--- src/rtl/csr_trap_file.sv ---
// rtl/csr_trap_file.sv - machine-mode CSR file with trap/mret redirect and MMU (satp) controls
// Define CSR_TRAP_COUNTERS_EN to build the mcycle/minstret counters and their high halves.
module csr_trap_file #(
  parameter int          CYCLE_W     = 64,
  parameter logic [31:0] MVENDORID   = 32'h79737978,
  parameter logic [31:0] MARCHID     = 32'h015fdf0c,
  parameter logic [31:0] RESET_MTVEC = 32'h0
) (
  input  logic        clock,
  input  logic        reset,
  input  logic        valid,
  input  logic [11:0] csr_addr,
  input  logic [1:0]  csr_op,
  input  logic [31:0] wdata,
  output logic [31:0] rdata,
  output logic        illegal,
  input  logic        exc_valid,
  input  logic [4:0]  exc_cause,
  input  logic [31:0] exc_pc,
  input  logic [31:0] exc_tval,
  input  logic        inst_mret,
  input  logic        irq_ext,
  input  logic        irq_soft,
  input  logic        irq_timer,
  output logic        trap_en,
  output logic [31:0] trap_pc,
  output logic        mmu_on,
  output logic [19:0] ppn,
  output logic        tlb_flush
);

  localparam logic [11:0] A_SATP      = 12'h180;
  localparam logic [11:0] A_MSTATUS   = 12'h300;
  localparam logic [11:0] A_MIE       = 12'h304;
  localparam logic [11:0] A_MTVEC     = 12'h305;
  localparam logic [11:0] A_MSCRATCH  = 12'h340;
  localparam logic [11:0] A_MEPC      = 12'h341;
  localparam logic [11:0] A_MCAUSE    = 12'h342;
  localparam logic [11:0] A_MTVAL     = 12'h343;
  localparam logic [11:0] A_MIP       = 12'h344;
  localparam logic [11:0] A_MCYCLE    = 12'hB00;
  localparam logic [11:0] A_MINSTRET  = 12'hB02;
  localparam logic [11:0] A_MCYCLEH   = 12'hB80;
  localparam logic [11:0] A_MINSTRETH = 12'hB82;
  localparam logic [11:0] A_MVENDORID = 12'hF11;
  localparam logic [11:0] A_MARCHID   = 12'hF12;

  localparam logic [1:0]  OP_NONE     = 2'b00;
  localparam logic [1:0]  OP_WRITE    = 2'b01;
  localparam logic [1:0]  OP_SET      = 2'b10;
  localparam logic [1:0]  OP_CLEAR    = 2'b11;

  localparam logic [31:0] MIE_MASK    = 32'h0000_0888;
  localparam logic [31:0] MCAUSE_MASK = 32'h8000_001F;

  if (CYCLE_W < 33 || CYCLE_W > 64) begin : g_cycle_w_range
    $error("csr_trap_file: CYCLE_W must be within 33..64");
  end

  logic        mstatus_mie_q, mstatus_mie_d;
  logic        mstatus_mpie_q, mstatus_mpie_d;
  logic [31:0] mie_q, mie_d;
  logic [31:0] mtvec_q, mtvec_d;
  logic [31:0] mepc_q, mepc_d;
  logic [31:0] mcause_q, mcause_d;
  logic [31:0] mtval_q, mtval_d;
  logic [31:0] mscratch_q, mscratch_d;
  logic [31:0] satp_q, satp_d;

  logic [31:0] cnt_cycle_lo, cnt_cycle_hi, cnt_instret_lo, cnt_instret_hi;
  logic [31:0] mip_val, mstatus_val, old_val, new_val, tvec_base, int_active;
  logic        addr_known, addr_ro, write_eff, int_pend, exc_hit;
  logic [4:0]  int_code, exc_code;
  logic        take_int, take_exc, take_mret, take_csr;

  assign mip_val     = {20'h0, irq_ext, 3'b000, irq_timer, 3'b000, irq_soft, 3'b000};
  assign mstatus_val = {19'h0, 2'b11, 3'b000, mstatus_mpie_q, 3'b000, mstatus_mie_q, 3'b000};

  always_comb begin
    old_val    = 32'h0;
    addr_known = 1'b1;
    addr_ro    = 1'b0;
    case (csr_addr)
      A_MSTATUS:   old_val = mstatus_val;
      A_MIE:       old_val = mie_q;
      A_MTVEC:     old_val = mtvec_q;
      A_MEPC:      old_val = mepc_q;
      A_MCAUSE:    old_val = mcause_q;
      A_MTVAL:     old_val = mtval_q;
      A_MSCRATCH:  old_val = mscratch_q;
      A_SATP:      old_val = satp_q;
      A_MCYCLE:    old_val = cnt_cycle_lo;
      A_MCYCLEH:   old_val = cnt_cycle_hi;
      A_MINSTRET:  old_val = cnt_instret_lo;
      A_MINSTRETH: old_val = cnt_instret_hi;
      A_MIP: begin
        old_val = mip_val;
        addr_ro = 1'b1;
      end
      A_MVENDORID: begin
        old_val = MVENDORID;
        addr_ro = 1'b1;
      end
      A_MARCHID: begin
        old_val = MARCHID;
        addr_ro = 1'b1;
      end
      default:     addr_known = 1'b0;
    endcase
  end

  // set/clear with a zero operand is a pure read and must not modify anything
  assign write_eff = (csr_op == OP_WRITE) || (csr_op[1] && (wdata != 32'h0));
  assign illegal   = valid && (csr_op != OP_NONE) && (!addr_known || (addr_ro && write_eff));
  assign rdata     = old_val;

  always_comb begin
    new_val = wdata;
    case (csr_op)
      OP_SET:   new_val = old_val | wdata;
      OP_CLEAR: new_val = old_val & ~wdata;
      default:  new_val = wdata;
    endcase
  end

  assign int_active = mie_q & mip_val;
  assign int_pend   = mstatus_mie_q && (int_active != 32'h0);

  always_comb begin
    int_code = 5'd7;
    if (int_active[11]) int_code = 5'd11;
    else if (int_active[3]) int_code = 5'd3;
  end

  // A pipeline-reported exception outranks the locally detected illegal CSR access
  assign exc_hit   = exc_valid || illegal;
  assign exc_code  = exc_valid ? exc_cause : 5'd2;
  assign take_int  = valid && int_pend;
  assign take_exc  = valid && !int_pend && exc_hit;
  assign take_mret = valid && !int_pend && !exc_hit && inst_mret;
  assign take_csr  = valid && !int_pend && !exc_hit && !inst_mret && write_eff;

  assign tvec_base = {mtvec_q[31:2], 2'b00};
  assign trap_en   = take_int || take_exc || take_mret;
  assign tlb_flush = take_csr && (csr_addr == A_SATP);
  assign mmu_on    = satp_q[31];
  assign ppn       = satp_q[19:0];

  always_comb begin
    trap_pc = tvec_base;
    if (take_mret) trap_pc = mepc_q;
    else if (take_int && (mtvec_q[1:0] == 2'b01)) trap_pc = tvec_base + {25'h0, int_code, 2'b00};
  end

  always_comb begin
    mstatus_mie_d  = mstatus_mie_q;
    mstatus_mpie_d = mstatus_mpie_q;
    mie_d          = mie_q;
    mtvec_d        = mtvec_q;
    mepc_d         = mepc_q;
    mcause_d       = mcause_q;
    mtval_d        = mtval_q;
    mscratch_d     = mscratch_q;
    satp_d         = satp_q;
    if (take_int || take_exc) begin
      mepc_d         = exc_pc & ~32'h3;
      mcause_d       = {take_int, 26'h0, take_int ? int_code : exc_code};
      mtval_d        = take_int ? 32'h0 : exc_tval;
      mstatus_mpie_d = mstatus_mie_q;
      mstatus_mie_d  = 1'b0;
    end else if (take_mret) begin
      mstatus_mie_d  = mstatus_mpie_q;
      mstatus_mpie_d = 1'b1;
    end else if (take_csr) begin
      case (csr_addr)
        A_MSTATUS: begin
          mstatus_mie_d  = new_val[3];
          mstatus_mpie_d = new_val[7];
        end
        A_MIE:      mie_d      = new_val & MIE_MASK;
        A_MTVEC:    mtvec_d    = {new_val[31:2], new_val[1] ? mtvec_q[1:0] : new_val[1:0]};
        A_MEPC:     mepc_d     = new_val & ~32'h3;
        A_MCAUSE:   mcause_d   = new_val & MCAUSE_MASK;
        A_MTVAL:    mtval_d    = new_val;
        A_MSCRATCH: mscratch_d = new_val;
        A_SATP:     satp_d     = new_val;
        default: ;
      endcase
    end
  end

  always_ff @(posedge clock) begin
    if (reset) begin
      mstatus_mie_q  <= 1'b0;
      mstatus_mpie_q <= 1'b0;
      mie_q          <= 32'h0;
      mtvec_q        <= RESET_MTVEC;
      mepc_q         <= 32'h0;
      mcause_q       <= 32'h0;
      mtval_q        <= 32'h0;
      mscratch_q     <= 32'h0;
      satp_q         <= 32'h0;
    end else begin
      mstatus_mie_q  <= mstatus_mie_d;
      mstatus_mpie_q <= mstatus_mpie_d;
      mie_q          <= mie_d;
      mtvec_q        <= mtvec_d;
      mepc_q         <= mepc_d;
      mcause_q       <= mcause_d;
      mtval_q        <= mtval_d;
      mscratch_q     <= mscratch_d;
      satp_q         <= satp_d;
    end
  end

`ifdef CSR_TRAP_COUNTERS_EN
  logic [CYCLE_W-1:0] mcycle_q, mcycle_d, minstret_q, minstret_d;
  logic [63:0]        mcycle_x, minstret_x;

  assign mcycle_x       = 64'(mcycle_q);
  assign minstret_x     = 64'(minstret_q);
  assign cnt_cycle_lo   = mcycle_x[31:0];
  assign cnt_cycle_hi   = mcycle_x[63:32];
  assign cnt_instret_lo = minstret_x[31:0];
  assign cnt_instret_hi = minstret_x[63:32];

  // A software write to either half replaces that half and wins over the increment
  always_comb begin
    mcycle_d   = mcycle_q + CYCLE_W'(1);
    minstret_d = minstret_q;
    if (valid && !take_int && !take_exc) minstret_d = minstret_q + CYCLE_W'(1);
    if (take_csr) begin
      case (csr_addr)
        A_MCYCLE:    mcycle_d   = CYCLE_W'({mcycle_x[63:32], new_val});
        A_MCYCLEH:   mcycle_d   = CYCLE_W'({new_val, mcycle_x[31:0]});
        A_MINSTRET:  minstret_d = CYCLE_W'({minstret_x[63:32], new_val});
        A_MINSTRETH: minstret_d = CYCLE_W'({new_val, minstret_x[31:0]});
        default: ;
      endcase
    end
  end

  always_ff @(posedge clock) begin
    if (reset) begin
      mcycle_q   <= '0;
      minstret_q <= '0;
    end else begin
      mcycle_q   <= mcycle_d;
      minstret_q <= minstret_d;
    end
  end
`else
  assign cnt_cycle_lo   = 32'h0;
  assign cnt_cycle_hi   = 32'h0;
  assign cnt_instret_lo = 32'h0;
  assign cnt_instret_hi = 32'h0;
`endif

endmodule

--- config.mk ---
export PLATFORM = sky130hd
export DESIGN_NAME = csr_trap_file
export DESIGN_NICKNAME = d
export VERILOG_FILES = /design/src/rtl/csr_trap_file.sv
export SDC_FILE = /design/constraint.sdc
export NUM_CORES = 1
export LEC_CHECK = 0
export ABC_AREA = 1
export CAP_MARGIN = 20
export CORE_MARGIN = 2
export CORE_UTILIZATION = 40
export CTS_BUF_LIST = sky130_fd_sc_hd__clkbuf_8
export CTS_CLUSTER_DIAMETER = 100
export CTS_CLUSTER_SIZE = 40
export DETAILED_ROUTE_END_ITERATION = 8
export MAX_ROUTING_LAYER = met4
export PLACE_DENSITY = 0.66
export SLEW_MARGIN = 40
export SYNTH_ARGS = -nofsm -noshare
export SYNTH_HDL_FRONTEND = slang
export SYNTH_SLANG_ARGS = --single-unit
--- constraint.sdc ---
create_clock -name clock -period 7.4 [get_ports clock]
set_input_delay 1.48 -clock clock [delete_from_list [all_inputs] [get_ports clock]]
set_output_delay 1.48 -clock clock [all_outputs]
set_load 0.05 [all_outputs]
==> out/results.tsv <==
metric	value	unit
clk_lat worst skew	0.49	ns
number of global-route vias before repair	11170	
RSZ-0062 raised after global routing	false	
H-tree depth	4	
final slew viol count	0	
chip width	171.3	µm
flops & latches, synth	168	
min-delay src	mie_q[7]	
I/O pins	211	
CP required	5.92	ns
Area growth syn-to-layout	20.76	%
Rel. slew slack	46.80	%
Vias	12770	
worst flop-to-flop path endpoint	satp_q[27]	
Area contributors post-synth	dfxtp_1, nand2_1, nor2_1	
DRC viols	0	
commonest cells in the netlist	nand2_1, nor2_1, inv_1	
dpl cell area	13160	µm²
CTS tree	done	
count of input and output buffers	206	
Worst Hold Class	flip-flop to flip-flop	
postcts setup bufs	0	
top-count cell post-synth	nand2_1	
PwrDens	142.6	nW/µm²
final-report hold violation count	0	
Max Fclk	0.1600	GHz
syn avg cell area	5.727	µm²
Layout Skew	0.01738	ns
WS Path Type	input pin to primary output	
gpl congestion	0.9933	
Cell Rows	61	
initial antenna violation count	0	
Crit. End Element	primary output	
Vias per Instance	5.141	
post-synthesis cell area	11200	µm²
setup-violating endpoint count in the final report	0	
share of layout cells above drive strength 1	5.796	%
Die Height	171.3	µm
Inserted Clock Buffers	17	
ys flop type	dfxtp_1	
CTS Sinks	168	
Worst R2R Setup Slack	4.28	ns
Slew @ Worst Pin	0.7980	ns
reg-to-reg critical path startpoint	mie_q[11]	
drt total wl	45650	µm
peak supply drop	0.07653	mV
status	finished, final reports clean	
number of cells produced by synthesis	1956	
Post-synth ARST share	0	%
post-route minimum period	6.251	ns
fillcell total	3020	
number of flops mapped to enable cells by yosys	0	
CP Cell Sequence	clkdlybuf4s50_1 > nor2_2 > nand2_4 > nor3_4 > nand3_1 > inv_1 > buf_4 > nand2_1 > o21ai_0 > inv_1 > nand2_1 > clkdlybuf4s50_1	
# hold bufs at CTS	0	
CP arrival	4.77	ns
First-pass DRT Iterations	6	
Max FO, Critical Path	16	
Yosys cell types	40	
FF-to-FF path depth	13	
clock buffer depth	2	
initial core utilization	40.43	%
WHS Endpoint	mie_q[7]	
Worst Setup Start Kind	input pin	
clock slew seen by the registers of the worst setup and hold paths	0.09	ns
total negative setup slack	0	ns
CTS root buffer	clkbuf_8	
Leakage	6.345	nW
hold path depth	2	
warnings from Yosys	0	
Initial DRC Count	1668	
Final ANT Viol Nets	0	
sequential share of the synthesized area	30.02	%
n_diodes	0	
first-pass GRT wire length	67250	µm
critical path's slowest cell	clkdlybuf4s50_1	
top-area cell type share of the netlist area	30.02	%
Routed wire per std cell	18.38	µm
max-cap violations	0	
Detailed Place HPWL	33630	µm
core box area	27710	µm²
Die ar.	29360	µm²
Final Cell Area	13530	µm²
Critical Path Max Stage Delay	0.82	ns
final net count	2218	
post-cts sizing count	0	
Total GRT Usage	31.71	%
largest net degree at the start of global routing	94	
area leader, netlist	dfxtp_1	
grt total ovfl	0	
period utilization	84.48	%
==> registers in the layout, indices dropped and copies added, names as in the netlist, 3 cells and up <==
name / cells
mscratch_q: 32
satp_q: 32
mepc_q: 30
mie_q: 3
mtvec_q: 31
mtval_q: 32
mcause_q: 6
==> area by class of cell <==
cell class	count	area (µm²)	area share (%)
Timing Repair Buffer	226	2137	15.80
Inverter	241	909.6	6.724
Tap cell	378	473.0	3.496
Clock inverter	15	128.9	0.9526
Multi-Input combinational cell	1438	6282	46.44
Clock buffer	17	234.0	1.730
Sequential cell	168	3363	24.86
==> logic make-up after synthesis <==
| kind of cell | Yosys count | share of synthesized area, % |
|---|---|---|
| buffers and inverters | 351 | 13.97 |
| AOI/OAI and AO/OA | 279 | 12.96 |
| xor gates and xnor gates | 20 | 1.564 |
| DFF | 168 | 30.02 |
| adders and majority gates | 3 | 0.3351 |
| and+or+nand+nor | 1134 | 41.11 |
| other | 1 | 0.03348 |
==> cells in the final DEF, fill, tap and decap left out, types with 4 or more instances in the layout <==
cell type / count
nand4_1: 11
nor2_4: 5
inv_6: 8
nor2_1: 378
nand2_1: 604
nor3_1: 20
dfxtp_1: 168
xor2_1: 20
buf_4: 50
clkdlybuf4s50_1: 176
nand3b_1: 4
nand2_4: 5
nor4_1: 4
inv_2: 8
nand3_1: 80
clkbuf_8: 17
o21ai_1: 7
nand2_2: 7
a21oi_1: 64
o211ai_1: 5
o22ai_1: 11
o21ai_0: 186
inv_1: 230
nor2_2: 4
==> through the flow <==
stage / std cells / total power, W / hold WS (ns) / utilization (%) / setup slack (ns)
6_report: 2483 / 0.001929 / 0.4936 / 48.83 / 1.149
5_1_grt: 2483 / 0.002008 / 0.5094 / 48.83 / 0.8103
2_1_floorplan: 1957 / 0.001149 / 0.4550 / - / 1.763
3_3_place_gp: 2451 / 0.001285 / 0.4640 / 47.49 / 1.141
4_1_cts: 2483 / 0.001926 / 0.4939 / 48.81 / 1.141
3_5_place_dp: 2451 / 0.001288 / 0.4723 / 47.50 / 1.155
==> critical path, delay by kind of cell <==
kind                   cells  cell delay [ns]
buffers and inverters      5             2.29
AND/OR/NAND/NOR            6             0.90
AO/OA/AOI/OAI              1             0.08
==> worst max-delay path by stage <==
stage                     cells past startpoint          end  slack [ns]          from
final                                        12    rdata[23]        1.15  csr_addr[11]
after global routing                         17  trap_pc[31]        0.81       irq_ext
after CTS                                    11     rdata[3]        1.14  csr_addr[11]
after detailed placement                     17  trap_pc[31]        1.15       irq_ext
after global placement                       12    rdata[23]        1.14  csr_addr[10]
after floorplan                              15  trap_pc[19]        1.76       irq_ext
==> report_power, final <==
| part | total [W] | internal (W) | switching, W |
|---|---|---|---|
| combinational | 0.000337 | 0.000121 | 0.000216 |
| sequential | 0.000940 | 0.000929 | 0.0000110 |
| clock | 0.000653 | 0.000246 | 0.000407 |
| total | 0.00193 | 0.00129 | 0.000635 |
==> per-layer routing <==
metal  track usage [%]  part of all wire, %
met1             48.03                   47
met5                 -                    0
met4             8.438                  1.9
met2             41.80                   40
met3             6.581                   11
(Power assumes the default switching activity.)
==> edit 1: new RTL, config.mk and constraints unchanged <==
Add an input register stage for `exc_pc`, without a reset; this delays it by one clock. The other inputs are not delayed to match.
--- a/src/rtl/csr_trap_file.sv
+++ b/src/rtl/csr_trap_file.sv
@@ -53,6 +53,12 @@
   localparam logic [31:0] MIE_MASK    = 32'h0000_0888;
   localparam logic [31:0] MCAUSE_MASK = 32'h8000_001F;
 
+  logic [31:0] exc_pc_q;
+
+  always_ff @(posedge clock) begin
+    exc_pc_q <= exc_pc;
+  end
+
   if (CYCLE_W < 33 || CYCLE_W > 64) begin : g_cycle_w_range
     $error("csr_trap_file: CYCLE_W must be within 33..64");
   end
@@ -163,7 +169,7 @@
     mscratch_d     = mscratch_q;
     satp_d         = satp_q;
     if (take_int || take_exc) begin
-      mepc_d         = exc_pc & ~32'h3;
+      mepc_d         = exc_pc_q & ~32'h3;
       mcause_d       = {take_int, 26'h0, take_int ? int_code : exc_code};
       mtval_d        = take_int ? 32'h0 : exc_tval;
       mstatus_mpie_d = mstatus_mie_q;
Formal check against the unedited RTL: not equivalent (Yosys sat finds a counterexample within 4 cycles, from zero or initial values and one cycle with reset high).
==> edit 1 against the unedited design <==
Global-route usage rose by 0.67 points. Total power rose by 19%. Sequential cell count rose by 30. Worst setup slack got worse by 0.80 ns. Wire length rose by 5.5%. Worst hold slack got worse by 0.026 ns. Count of clock-buffer cells in the layout did not move. Synthesized area rose by 1.6%. Combinational power rose by 9.5%. Synthesized cell count fell by 4.3%. Design area rose by 3.8%.
==> edit 1: results (changes against the unedited design) <==
- The number of nets in the layout is 2143 (-3.4%).
- The final-layout fill cell count was 2925 (-3.1%).
- In the post-synthesis netlist, the biggest area contributors are sky130_fd_sc_hd__dfxtp_1, sky130_fd_sc_hd__nand2_1, sky130_fd_sc_hd__nor2_1, sky130_fd_sc_hd__o21ai_0, sky130_fd_sc_hd__inv_1.
- The worst slack after detailed placement came to 0.416 ns (-0.738 ns).
- The actual transition at the worst max-transition pin was 0.733 ns (-0.0652 ns).
- The initial antenna violation count is 1 (+1).
- The xor-xnor portion of the synthesized cell area is 1.69% (+0.13 points).
- The placer's final routability congestion estimate was 0.970 (-2.3%).
- The arrival time reported for the critical path endpoint is 5.58 ns (+0.81 ns).
- The maximum number of pins on one net before global-route repair was 93 (-1.1%).
- The met3 usage in global routing came to 4.11% (-2.5 points).
- The average instance area after synthesis is 6.08 µm² (+6.2%).
- The leakage component of the power is 6.17 nW (-2.7%).
- The global-route wire length before repair is 71.4 mm (+6.2%).
- The top fanout value on the critical path is 3 (-13).
- The detailed placer's ending HPWL is 36.4 mm (+8.4%).
- The flow ran to the end, and the final reports show no timing, DRC or antenna violations.
- The overall fraction of global-route tracks in use came to 32.4% (+0.67 points).
- The initial DRC count is 1831 (+9.8%).
- The post-synthesis compound-gate area fraction came to 12.7% (-0.27 points).
- The clock transition at the register clock pins on the worst setup and hold paths after CTS is 0.11 ns (+0.02 ns).
- The met2 usage was 45.0% (+3.2 points).
- The setup skew after layout is 0.0275 ns (+0.0101 ns).
- The total via count in the routed design is 12800 (+0.14%).
- The insertion delay of the later-clocked pin in the worst-skew pair came to 0.51 ns (+0.02 ns).
- The cell count of the worst reg-to-reg path is 15 (+2).
- The commonest cells after synthesis are sky130_fd_sc_hd__nand2_1, sky130_fd_sc_hd__nor2_1, sky130_fd_sc_hd__dfxtp_1, sky130_fd_sc_hd__inv_1, sky130_fd_sc_hd__o21ai_0.
- The count of non-filler cells in the finished layout came to 2408 (-3.0%).
- The via count of the first global-routing pass was 11300 (+1.5%).
- The post-detailed-placement cell area is 0.0136 mm² (+3.0%).
- The switching part of the total came to 33.9% (+1.0 points).
[edit 1: changes by cell type after synthesis, sizes merged, moves of 17 or more]
cell,before,now
inv,239,176
dfxtp,168,198
o21ai,194,160
nand3,84,51
nand2,616,597
clkbuf,46,29
nand4,12,33
[edit 1: cell families after synthesis]
kind of cell / after synthesis
adder cells (fa/ha/maj): 3
buffers and inverters: 278
AO/OA/AOI/OAI: 272
other: 1
AND/OR/NAND/NOR: 1097
XOR/XNOR: 22
flip-flops: 198
[edit 1: cell type report]
type	count	area, µm²	share of cell area, %
clock buffer	17	234	1.67
inverter	177	669	4.76
tap	378	473	3.37
clock inverter	15	218	1.55
multi-input combinational	1396	6210	44.2
sequential	198	3960	28.2
timing repair buffer	227	2280	16.2
[edit 1: worst max-delay path, cell delays in order]
cell                              delay [ns]
sky130_fd_sc_hd__clkdlybuf4s50_1        0.53
sky130_fd_sc_hd__nand2_1                0.17
sky130_fd_sc_hd__o21ai_1                0.25
sky130_fd_sc_hd__inv_1                  0.15
sky130_fd_sc_hd__ha_1                   0.36
sky130_fd_sc_hd__o21ai_0                0.12
sky130_fd_sc_hd__nand2_1                0.11
sky130_fd_sc_hd__nand2_1                0.08
sky130_fd_sc_hd__a21oi_1                0.17
sky130_fd_sc_hd__nand2_1                0.08
sky130_fd_sc_hd__nor3_1                 0.36
sky130_fd_sc_hd__nand3_1                0.23
sky130_fd_sc_hd__nor2_1                 0.23
sky130_fd_sc_hd__nand3_1                0.14
sky130_fd_sc_hd__xor2_1                 0.16
sky130_fd_sc_hd__o21ai_0                0.14
sky130_fd_sc_hd__clkdlybuf4s50_1        0.82
[edit 1: worst paths after layout]
kind	from	endpoint	slack [ns]
hold reg to reg	mscratch_q[10]	mscratch_q[10]	0.47
hold / removal	mscratch_q[10]	mscratch_q[10]	0.47
setup reg to reg	mie_q[11]	mepc_q[27]	3.97
setup / recovery	irq_ext	trap_pc[31]	0.34
[edit 1: power by group through the flow]
stage	Combinational, mW	Sequential (mW)	Clock, mW
3_5_place_dp	0.357	1.15	0
4_1_cts	0.359	1.13	0.802
3_3_place_gp	0.351	1.15	0
5_1_grt	0.405	1.13	0.843
2_1_floorplan	0.205	1.14	0
6_report	0.369	1.13	0.800
[edit 1: per-stage QoR]
stage	total power, mW	utilization (%)
global route	2.38	50.3
global placement	1.50	48.3
floorplan	1.35	-
finish	2.30	50.3
CTS	2.29	50.2
detailed placement	1.51	48.5
[edit 1: routing by layer]
metal / share of wire [%] / vias to the layer above
met4: 2.1 / 0
met2: 40 / 772
met3: 11 / 60
li1: - / 6139
met5: 0 / -
met1: 47 / 5813
==> edit 2: new RTL, same flow settings <==
Without the edit above. Set the parameter `MARCHID` to 32'h0107e749 (it was 32'h015fdf0c).
--- a/src/rtl/csr_trap_file.sv
+++ b/src/rtl/csr_trap_file.sv
@@ -3,7 +3,7 @@
 module csr_trap_file #(
   parameter int          CYCLE_W     = 64,
   parameter logic [31:0] MVENDORID   = 32'h79737978,
-  parameter logic [31:0] MARCHID     = 32'h015fdf0c,
+  parameter logic [31:0] MARCHID     = 32'h0107e749,
   parameter logic [31:0] RESET_MTVEC = 32'h0
 ) (
   input  logic        clock,
Check against the original RTL: not equivalent (Yosys sat finds a counterexample within 4 cycles, from zero or initial values and one cycle with reset high).
==> edit 2 against the unedited design <==
Sequential cell count unchanged. Die area shrank 1.2%. Sequential share of layout area down 0.069 points. Fmax shrank 8.9%. Worst setup slack got worse by 0.61 ns. Critical path depth is 6 higher. Wire length rose by 0.73%. Total power increased by 5.3%. First-iteration DRC count down 10%. Design area increased by 0.28%. Synthesized area fell by 1.2%. Core utilization grew 1.4 points. Largest cell class unchanged.
==> edit 2: results (changes against the unedited design) <==
- By count the netlist is led by sky130_fd_sc_hd__nand2_1, sky130_fd_sc_hd__nor2_1, sky130_fd_sc_hd__inv_1, sky130_fd_sc_hd__o21ai_0, sky130_fd_sc_hd__dfxtp_1.
- The setup skew after layout came to 0.0225 ns (+0.00511 ns).
- The detailed placer's ending HPWL is 34.1 mm (+1.3%).
- The fraction of final layout cells with drive strength greater than 1 came to 4.00% (-1.8 points).
- The worst vdd rail ir drop is 0.112 mV (+47%).
- The worst slack after detailed placement is 0.602 ns (-0.553 ns).
- The leakage component of the power is 6.27 nW (-1.2%).
- The initial DRC count is 1496 (-10%).
- The initial antenna violation count is 1 (+1).
- The overall fraction of global-route tracks in use was 32.3% (+0.62 points).
- The flow ran to the end, and the final reports show no timing, DRC or antenna violations.
- The maximum number of pins on one net before global-route repair is 92 (-2.1%).
- The proportion of synthesized chip area in sequential cells was 30.4% (+0.37 points).
- The level count of the clock H-tree is 4 (unchanged).
- The average routed wire per standard cell was 18.8 µm (+2.5%).
- The via count of the first global-routing pass is 11500 (+3.1%).
- The share of flip-flops with an asynchronous set or reset after synthesis is 0% (unchanged).
- The placer's final routability congestion estimate is 0.967 (-2.7%).
- The actual transition at the worst max-transition pin is 0.806 ns (+0.00840 ns).
- The longest individual stage delay on the worst path came to 0.85 ns (+0.03 ns).
- The cell count after placement is 2407 (-1.8%).
- The detail-routed via count per cell was 5.27 (+2.5%).
- The tree is rooted in a sky130_fd_sc_hd__clkbuf_8.
- The unique cell type count in the Yosys netlist is 38 (-5.0%).
- The detailed-routing iteration count for the pre-antenna-repair pass is 6 (unchanged).
- Yosys attributes the largest share of cell area to sky130_fd_sc_hd__dfxtp_1, sky130_fd_sc_hd__nand2_1, sky130_fd_sc_hd__nor2_1, sky130_fd_sc_hd__inv_1, sky130_fd_sc_hd__o21ai_0.
- The top fanout value on the critical path is 5 (-11).
- The most used flip-flop cell after synthesis is sky130_fd_sc_hd__dfxtp_1.
- The average instance area after synthesis is 5.67 µm² (-1.1%).
- The arrival time reported for the critical path endpoint is 5.38 ns (+0.61 ns).
- The post-detailed-placement cell area is 0.0131 mm² (-0.30%).
- The post-cts sizing count was 0 (unchanged).
- The number of nets in the layout is 2211 (-0.32%).
- The global-route wire length before repair is 68.3 mm (+1.6%).
- The detailed-route wire length is 46.0 mm (+0.73%).
edit 2: where the power goes:
part	switching, mW	leakage [nW]	internal, mW
registers	0.00996	1.36	0.929
logic	0.214	4.69	0.121
clock network	0.435	0.218	0.323
total	0.659	6.27	1.37
edit 2: layer usage:
| metal | track usage, % | wire length [µm] | vias up |
|---|---|---|---|
| met1 | 47.5 | 21600 | 5843 |
| met4 | 9.33 | 992 | 0 |
| met3 | 5.30 | 4370 | 62 |
| met5 | - | 0 | - |
| met2 | 45.0 | 19000 | 636 |
| li1 | - | - | 6315 |
edit 2: cell families after synthesis:
logic type | Yosys count | synth area share [%]
compound gates | 308 | 14.8
other cells | 1 | 0.0339
simple gates | 1090 | 39.4
fa+ha+maj | 3 | 0.339
flops | 168 | 30.4
xor+xnor | 17 | 1.35
buf+inv | 366 | 13.7
edit 2: final cells by class:
cell class,count,area [µm²]
multi-input cells,1420,6200
flip-flops and latches,168,3360
diodes,1,2.50
inverters,254,958
well taps,341,427
clock inverters,15,203
repair buffers,224,2180
fillers,2912,13500
clock buffers,17,234
edit 2: critical path: cells and delay by family:
kind | cells | cell delay [ns]
buffers and inverters | 4 | 1.74
adder cells (fa/ha/maj) | 1 | 0.36
AO/OA/AOI/OAI | 4 | 0.61
AND/OR/NAND/NOR | 9 | 1.19
edit 2: path summary, 6_finish.rpt:
kind                       from            end  slack [ns]  cells after the start
setup reg to reg      mie_q[11]  mscratch_q[5]        4.17                     13
setup / recovery        irq_ext    trap_pc[19]        0.54                     18
hold / removal    mscratch_q[7]  mscratch_q[7]        0.50                      2
hold reg to reg   mscratch_q[7]  mscratch_q[7]        0.50                      2
